## config.mk

```make
export PLATFORM = sky130hd
export DESIGN_NAME = ahbl_arb_2to1
export DESIGN_NICKNAME = d
export VERILOG_FILES = /design/src/rtl/ahbl_pkg.sv /design/src/rtl/ahbl_pend_slot.sv /design/src/rtl/ahbl_arb_2to1.sv
export SDC_FILE = /design/constraint.sdc
export NUM_CORES = 1
export LEC_CHECK = 0
export BUFFER_PORTS_ARGS = -buffer_cell sky130_fd_sc_hd__buf_2
export CAP_MARGIN = 25
export CORE_AREA = 2 2 140 142
export CTS_BUF_LIST = sky130_fd_sc_hd__clkbuf_8
export CTS_CLUSTER_DIAMETER = 60
export DETAILED_ROUTE_END_ITERATION = 10
export DIE_AREA = 0 0 142 144
export PLACE_DENSITY = 0.67
export SLEW_MARGIN = 0
export SYNTH_ARGS = -nofsm -noshare
export SYNTH_HDL_FRONTEND = slang
export SYNTH_SLANG_ARGS = --single-unit
```

## constraint.sdc

```tcl
create_clock -name clk -period 2.42 [get_ports clk]
set_input_delay 0.242 -clock clk [delete_from_list [all_inputs] [get_ports clk]]
set_output_delay 0.242 -clock clk [all_outputs]
set_load 0.01 [all_outputs]
```

## src/rtl/ahbl_pkg.sv

```systemverilog
`default_nettype none
// ============================================================================
// Module      : ahbl_pkg
// Description : AHB-Lite encodings and arbiter ownership type
// Revision    : 1.0 - initial release
// ============================================================================
package ahbl_pkg;

  localparam logic [1:0] IDLE   = 2'b00;
  localparam logic [1:0] BUSY   = 2'b01;
  localparam logic [1:0] NONSEQ = 2'b10;
  localparam logic [1:0] SEQ    = 2'b11;

  localparam logic OKAY  = 1'b0;
  localparam logic ERROR = 1'b1;

  typedef enum logic [1:0] {
    NONE = 2'd0,
    M0   = 2'd1,
    M1   = 2'd2
  } owner_t;

endpackage
`default_nettype wire

```

## src/rtl/ahbl_pend_slot.sv

```systemverilog
`default_nettype none
// ============================================================================
// Module      : ahbl_pend_slot
// Description : Holds one master's deferred address phase and its valid flag
// Revision    : 1.0 - initial release
// ============================================================================
module ahbl_pend_slot #(
  parameter int ADDR_W = 32
) (
  input  logic              clk,
  input  logic              rstn,
  input  logic              capture,
  input  logic              clear,
  input  logic [ADDR_W-1:0] in_addr,
  input  logic              in_write,
  input  logic [2:0]        in_size,
  output logic              valid,
  output logic [ADDR_W-1:0] addr,
  output logic              write,
  output logic [2:0]        size
);

  always_ff @(posedge clk or negedge rstn) begin
    if (!rstn) begin
      valid <= 1'b0;
      addr  <= '0;
      write <= 1'b0;
      size  <= 3'd0;
    end else if (capture) begin
      valid <= 1'b1;
      addr  <= in_addr;
      write <= in_write;
      size  <= in_size;
    end else if (clear) begin
      valid <= 1'b0;
    end
  end

endmodule
`default_nettype wire

```

## src/rtl/ahbl_arb_2to1.sv

```systemverilog
`default_nettype none
// ============================================================================
// Module      : ahbl_arb_2to1
// Description : Two-master to one-slave AHB-Lite single-transfer arbiter
// Revision    : 1.0 - initial release
// ============================================================================
module ahbl_arb_2to1
  import ahbl_pkg::*;
#(
  parameter int ADDR_W   = 32,
  parameter int DATA_W   = 32,
  parameter int ARB_MODE = 0
) (
  input  logic              clk,
  input  logic              rstn,
  input  logic [1:0]        m0_htrans,
  input  logic [ADDR_W-1:0] m0_haddr,
  input  logic              m0_hwrite,
  input  logic [2:0]        m0_hsize,
  input  logic [DATA_W-1:0] m0_hwdata,
  output logic              m0_hreadyout,
  output logic [DATA_W-1:0] m0_hrdata,
  output logic              m0_hresp,
  input  logic [1:0]        m1_htrans,
  input  logic [ADDR_W-1:0] m1_haddr,
  input  logic              m1_hwrite,
  input  logic [2:0]        m1_hsize,
  input  logic [DATA_W-1:0] m1_hwdata,
  output logic              m1_hreadyout,
  output logic [DATA_W-1:0] m1_hrdata,
  output logic              m1_hresp,
  output logic [1:0]        s_htrans,
  output logic [ADDR_W-1:0] s_haddr,
  output logic              s_hwrite,
  output logic [2:0]        s_hsize,
  output logic [DATA_W-1:0] s_hwdata,
  output logic              s_hready,
  input  logic              s_hreadyout,
  input  logic [DATA_W-1:0] s_hrdata,
  input  logic              s_hresp
);

  owner_t dph_owner;
  owner_t rr_last;
  owner_t winner;

  logic              live0, live1, req0, req1;
  logic              accept, fwd0, fwd1;
  logic              pend0_v, pend1_v;
  logic [ADDR_W-1:0] pend0_addr, pend1_addr;
  logic              pend0_write, pend1_write;
  logic [2:0]        pend0_size, pend1_size;
  logic [ADDR_W-1:0] sel_addr, hold_addr;
  logic              sel_write, hold_write;
  logic [2:0]        sel_size, hold_size;

  assign live0 = m0_htrans[1] & m0_hreadyout;
  assign live1 = m1_htrans[1] & m1_hreadyout;
  assign req0  = pend0_v | live0;
  assign req1  = pend1_v | live1;

  always_comb begin
    winner = NONE;
    if (req0 && req1) begin
      if (ARB_MODE == 0) winner = M1;
      else               winner = (rr_last == M1) ? M0 : M1;
    end else if (req1) begin
      winner = M1;
    end else if (req0) begin
      winner = M0;
    end
  end

  assign accept = s_hreadyout && (winner != NONE);
  assign fwd0   = accept && (winner == M0);
  assign fwd1   = accept && (winner == M1);

  // A pending entry always beats the same master's live bus.
  always_comb begin
    sel_addr  = hold_addr;
    sel_write = hold_write;
    sel_size  = hold_size;
    if (winner == M0) begin
      sel_addr  = pend0_v ? pend0_addr  : m0_haddr;
      sel_write = pend0_v ? pend0_write : m0_hwrite;
      sel_size  = pend0_v ? pend0_size  : m0_hsize;
    end else if (winner == M1) begin
      sel_addr  = pend1_v ? pend1_addr  : m1_haddr;
      sel_write = pend1_v ? pend1_write : m1_hwrite;
      sel_size  = pend1_v ? pend1_size  : m1_hsize;
    end
  end

  // While the slave stalls, the last accepted address is held and no transfer is issued.
  assign s_htrans = accept ? NONSEQ   : IDLE;
  assign s_haddr  = accept ? sel_addr  : hold_addr;
  assign s_hwrite = accept ? sel_write : hold_write;
  assign s_hsize  = accept ? sel_size  : hold_size;
  assign s_hready = s_hreadyout;

  always_ff @(posedge clk or negedge rstn) begin
    if (!rstn) begin
      dph_owner  <= NONE;
      rr_last    <= M0;
      hold_addr  <= '0;
      hold_write <= 1'b0;
      hold_size  <= 3'd0;
    end else if (s_hreadyout) begin
      dph_owner <= winner;
      if (accept) begin
        rr_last    <= winner;
        hold_addr  <= sel_addr;
        hold_write <= sel_write;
        hold_size  <= sel_size;
      end
    end
  end

  ahbl_pend_slot #(.ADDR_W(ADDR_W)) u_pend0 (
    .clk      (clk),
    .rstn     (rstn),
    .capture  (live0 & ~fwd0),
    .clear    (fwd0),
    .in_addr  (m0_haddr),
    .in_write (m0_hwrite),
    .in_size  (m0_hsize),
    .valid    (pend0_v),
    .addr     (pend0_addr),
    .write    (pend0_write),
    .size     (pend0_size)
  );

  ahbl_pend_slot #(.ADDR_W(ADDR_W)) u_pend1 (
    .clk      (clk),
    .rstn     (rstn),
    .capture  (live1 & ~fwd1),
    .clear    (fwd1),
    .in_addr  (m1_haddr),
    .in_write (m1_hwrite),
    .in_size  (m1_hsize),
    .valid    (pend1_v),
    .addr     (pend1_addr),
    .write    (pend1_write),
    .size     (pend1_size)
  );

  always_comb begin
    m0_hreadyout = 1'b1;
    if (dph_owner == M0) m0_hreadyout = s_hreadyout;
    else if (pend0_v)    m0_hreadyout = 1'b0;
    m1_hreadyout = 1'b1;
    if (dph_owner == M1) m1_hreadyout = s_hreadyout;
    else if (pend1_v)    m1_hreadyout = 1'b0;
  end

  assign m0_hresp  = (dph_owner == M0) ? s_hresp : OKAY;
  assign m1_hresp  = (dph_owner == M1) ? s_hresp : OKAY;
  assign m0_hrdata = s_hrdata;
  assign m1_hrdata = s_hrdata;

  always_comb begin
    s_hwdata = '0;
    if (dph_owner == M0)      s_hwdata = m0_hwdata;
    else if (dph_owner == M1) s_hwdata = m1_hwdata;
  end

endmodule
`default_nettype wire
```

# == Yosys cells after proc, flatten, opt, wreduce, memory -nomap -nowiden ==
# Cells that the tools add are included.
# totals
output_inout_bits,139
input_bits,176
elab_cells,62
regBits,112
# classes
muxes,31
bitwise,8
n_eq_ne,4
n_reduce_logical,7
# op_table
operator,count
32-bit two-way mux,7
1-bit two-way mux,16
3-bit two-way mux,5
2-bit two-way mux,3
2-bit nonzero test,3
1-bit AND,4
2-bit by 1-bit equality test with 1-bit output (second input constant),2
2-bit equality test (second input constant),2
1-bit logical AND,4
1-bit NOT,2
1-bit bitwise OR,2

# == Depth between registers and ports, before layout ==
# depth
ltp_word,13
mapped_depth,7
mapped_depth_nobuf,4

# == Hierarchy ==
# Synthesis repeated with hierarchy kept, for this count alone.
# hier_totals
hier_cells,579
hier_area_um2,6954.2
# by_module_without_submodules
mod,area_each_um2,seq_area_each_um2,n_inst,cells_per_inst
ahbl_arb_2to1,3908.7,950.9,1,421
ahbl_pend_slot,1522.7,925.9,2,79

# == Worst setup path after synthesis ==
# Ideal clock, no wire load.
# synth_timing
kind,flip-flop to flip-flop
startpoint,reg dph_owner[1]
endpoint,reg u_pend0.addr[10]
period_less_slack_ns,1.955
setup_time_ns,0.125
required_time_ns,2.295
setup_slack_ns,0.465
t_arrival_ns,1.831
path_buffers,3
stages_incl_launch_ff,8
path_cell_list,dfrtp_1 nor2b_1 buf_2 mux2i_1 and3_1 buf_4 buf_2 mux2_2
# synth_via
elab_chain_len,12
elab_cells_between_ends,18
cone_classes,3 x eq/ne; 5 x mux; 6 x bitwise; 4 x reduce/logical
# synth_rtl
item,line,source
start: declaration,ahbl_arb_2to1.sv:43,owner_t dph_owner;
start signal: assignment,ahbl_arb_2to1.sv:109,dph_owner <= winner;
2-bit by 1-bit equality test with 1-bit output *,ahbl_arb_2to1.sv:149,if (dph_owner == M0) m0_hreadyout = s_hreadyout;
1-bit two-way mux *,ahbl_arb_2to1.sv:149,
via m0_hreadyout,ahbl_arb_2to1.sv:21,"output logic m0_hreadyout,"
1-bit AND *,ahbl_arb_2to1.sv:57,assign live0 = m0_htrans[1] & m0_hreadyout;
1-bit bitwise OR,ahbl_arb_2to1.sv:59,assign req0 = pend0_v | live0;
1-bit two-way mux,ahbl_arb_2to1.sv:69,end else if (req0) begin
2-bit two-way mux,ahbl_arb_2to1.sv:67,end else if (req1) begin
2-bit two-way mux,ahbl_arb_2to1.sv:64,if (req0 && req1) begin
2-bit nonzero test,ahbl_arb_2to1.sv:74,assign accept = s_hreadyout && (winner != NONE);
1-bit logical AND,ahbl_arb_2to1.sv:74,
1-bit logical AND,ahbl_arb_2to1.sv:75,assign fwd0 = accept && (winner == M0);
1-bit NOT,ahbl_arb_2to1.sv:122,".capture (live0 & ~fwd0),"
1-bit AND *,ahbl_arb_2to1.sv:122,
end signal: assignment,ahbl_pend_slot.sv:31,addr <= in_addr;
end: declaration,ahbl_pend_slot.sv:18,"output logic [ADDR_W-1:0] addr,"
# Mark *: on every way through the listed nets, which the timed path passes. The rest lies on a longest branch.
# A chain may end at the register's enable or synchronous reset.

# == Worst setup path after layout ==
# layout_timing
startpoint,reg dph_owner[1]
endpoint,out s_haddr[6]
# layout_via
elab_chain_len,11
elab_cells_between_ends,19
cone_classes,4 x eq/ne; 8 x mux; 4 x bitwise; 3 x reduce/logical
# layout_rtl
item,line,source
2-bit by 1-bit equality test with 1-bit output,ahbl_arb_2to1.sv:149,
1-bit two-way mux,ahbl_arb_2to1.sv:149,
1-bit AND,ahbl_arb_2to1.sv:57,
1-bit bitwise OR,ahbl_arb_2to1.sv:59,
1-bit two-way mux,ahbl_arb_2to1.sv:69,
2-bit two-way mux,ahbl_arb_2to1.sv:67,
2-bit two-way mux *,ahbl_arb_2to1.sv:64,
2-bit equality test,ahbl_arb_2to1.sv:87,end else if (winner == M1) begin
32-bit two-way mux,ahbl_arb_2to1.sv:87,
32-bit two-way mux,ahbl_arb_2to1.sv:83,if (winner == M0) begin
32-bit two-way mux *,--,
end: declaration,ahbl_arb_2to1.sv:33,"output logic [ADDR_W-1:0] s_haddr,"
# Every way passes the cells marked *; elsewhere a longest branch is shown, timed or not.

==> out/qor.yml <==
status: "finished with violations"
violations: "negative setup slack"
synth.distinct_cells: 27
wirelength_um: 21700
cts.path.max_buffers: 2
hold_end: "u_pend1.addr[30]$_DFFE_PN0P_"
syn_avg_cell_area_sq_um: 11.4
finalMaxSlewViolations: 0
powerDensity_nw_per_um2: 770
p_leak_uw: 0.00377
yosysWarnings: 0
wl_per_cell_um: 22.5
netlist_instances: 575
drt_pre_antenna_iters: 4
antenna_found_initial: 4
hold_ws_ns: 0.0725
dieArea_sq_um: 20400
cp_max_fo: 7
worst_skew_pair.late_latency_ns: 0.41
seq_area_frac_synth_pct: 42.8
fin_nets: 896
initial_utilization_pct: 34.4
layout_common_cells: "buf_2, dfrtp_1, mux2i_1"
cts_sinks: 112
synth_seq_cells: 112
cap_violations: 0
drt_iter0_markers: 207
grt-ovfl-total: 0
crit_required_ns: 2.18
grt_max_degree: 57
hold_violations: 0
fmax_mhz: 413
detailed_place.area_sq_um: 7440
routed_via_density: 5.44
criticalPathCategory: "flip-flop to output pin"
rr_worst_depth: 7
worstPathArrival_ns: 2.18
maxSlewHeadroom_pct: 59.5
syn2layout_area_growth_pct: 21.9
num_vias: 5251
fill_cells: 1865
worst_pin_slew_ns: 0.607
fin_ws_ns: -0.00383
cts_tree: "yes"
clk_pin_slew_ns: 0.12
worstReg2RegEnd: "hold_addr[14]$_DFFE_PN0P_"
final_area_sq_um: 7990
power.total_uw: 6160
grt_pass1_vias: 5246
seqCellArea_sq_um: 2810
syn_area_sq_um: 6560
skew_ns: 0.0152
io_pins: 315
hp-class: "input pin to flip-flop"
synth_nets: 751
endpoint_kind: "output pin"
fin_tns_setup_ns: -0.00383
track_usage_pct: 19.8
final_common_cell: "buf_2"
die_y_um: 144
period_needed_ns: 2.42
min_delay_path_depth: 2
drc: 0
grt_pass1_wl_um: 30300
root_buffer: "clkbuf_8"
dp_hpwl_um: 14800
multiInputGateArea_sq_um: 3090
utilization_pct: 41.9
start_kind: "flip-flop"
drive_above_1_share_pct: 50.3
htree_levels: 3
r2r-start: "dph_owner[1]$_DFFE_PN0P_"
ant_nets: 0
vdd_drop_max_uv: 450
io_buffers: 215
rrSetupSlack_ns: 0.39
min-delay-start: "m1_haddr[30]"
fp.dieW_um: 142
rsz0062_at_grt: "yes"
num_rows: 51
setup_violations: 1
gp_congestion: 0.746
period_share_pct: 100
numCtsBuffers: 9
core_sq_um: 19100
==> worst max path at each step <==
stage                     slack [ns]                            to                      from
final                         -0.004                    s_haddr[6]  dph_owner[1]$_DFFE_PN0P_
after global routing           -0.06                   s_haddr[20]  dph_owner[1]$_DFFE_PN0P_
after CTS                      -0.05                   s_haddr[11]  dph_owner[1]$_DFFE_PN0P_
after detailed placement        0.27   u_pend0.addr[8]$_DFFE_PN0P_               s_hreadyout
after global placement          0.31  u_pend0.addr[14]$_DFFE_PN0P_               s_hreadyout
after floorplan                 0.46  u_pend0.addr[10]$_DFFE_PN0P_  dph_owner[1]$_DFFE_PN0P_
==> worst max-delay path, cell delays in order, from the launching register on <==
cell and delay, ns:
dfrtp_1 0.40, or3b_4 0.40, a21oi_4 0.19, buf_6 0.15, buf_12 0.13, o21ai_0 0.11, a32o_1 0.27, buf_2 0.14
==> through the flow <==
step           std cells  worst slack [ns]
2_1_floorplan        575             0.465
3_3_place_gp         932             0.311
3_5_place_dp         932             0.271
4_1_cts              954           -0.0532
5_1_grt              964           -0.0616
6_report             966          -0.00383
==> sequential cells by signal, indices dropped and copies added (netlist names) <==
| name | cells |
|---|---|
| dph_owner | 2 |
| hold_addr | 32 |
| hold_size | 3 |
| hold_write | 1 |
| u_pend0.addr | 32 |
| u_pend0.size | 3 |
| u_pend0.valid | 1 |
| u_pend0.write | 1 |
| u_pend1.addr | 32 |
| u_pend1.size | 3 |
| u_pend1.valid | 1 |
| u_pend1.write | 1 |
==> repair_timing <==
action | in CTS | in global routing
endpoints found under the hold margin | 39 | 0
gates resized for setup | 16 | 37
pin swaps | 4 | 15
hold buffers | 1 | 0
buffers inserted | 3 | 5
gates cloned | 2 | 5
endpoints found under the setup margin | 36 | 37
==> kinds of logic (layout without fill, tap and decap cells) <==
kind of cell / count (synthesis) / count (layout) / share of synthesized area [%]
simple gates: 49 / 49 / 3.17
buf+inv: 119 / 269 / 11.3
other cells: 1 / 4 / 0.0572
flops: 112 / 112 / 42.8
compound gates: 149 / 149 / 19.2
mux: 145 / 145 / 23.5
==> metal layers <==
layer  GRT usage (%)  up-vias  part of all wire [%]
met4            6.84        2                   1.7
met1            23.7     2620                    41
met5               0        -                 0.060
met3            5.43       22                   7.0
met2            34.2      206                    50
li1                -     2401                     -
==> area by class of cell <==
cell class,instances,share of cell area (%)
multi-input cells,344,38.6
flip-flops and latches,112,35.1
repair buffers,251,20.0
well taps,238,3.73
clock buffers,9,1.55
clock inverters,7,0.783
inverters,2,0.0939
diodes,3,0.0939
==> Yosys cell counts <==
cell / count / area share, %
a21oi_4: 1 / 0.25
and3_1: 1 / 0.095
or3b_4: 1 / 0.17
a32o_1: 72 / 11
nor2_1: 3 / 0.17
dfrtp_1: 112 / 43
a22o_1: 32 / 4.3
and2_1: 2 / 0.19
a21o_1: 2 / 0.23
o21ai_0: 30 / 2.3
o21a_1: 1 / 0.11
nand2_1: 39 / 2.2
a21oi_1: 2 / 0.15
mux2_2: 72 / 12
buf_2: 25 / 1.9
buf_4: 69 / 7.9
inv_1: 2 / 0.11
mux2i_1: 73 / 11
nor2b_1: 2 / 0.19
o2bb2ai_1: 1 / 0.13
clkbuf_2: 2 / 0.15
buf_1: 6 / 0.34
conb_1: 1 / 0.057
nand3b_1: 1 / 0.11
o21ai_1: 7 / 0.53
o21ai_4: 1 / 0.25
clkbuf_1: 15 / 0.86
==> power by group <==
part	switching, uW	total, uW	internal (uW)
Combinational	1090	2310	1230
Sequential	293	2720	2430
Clock	725	1120	395
Total	2110	6160	4050
(Power assumes the default switching activity.)
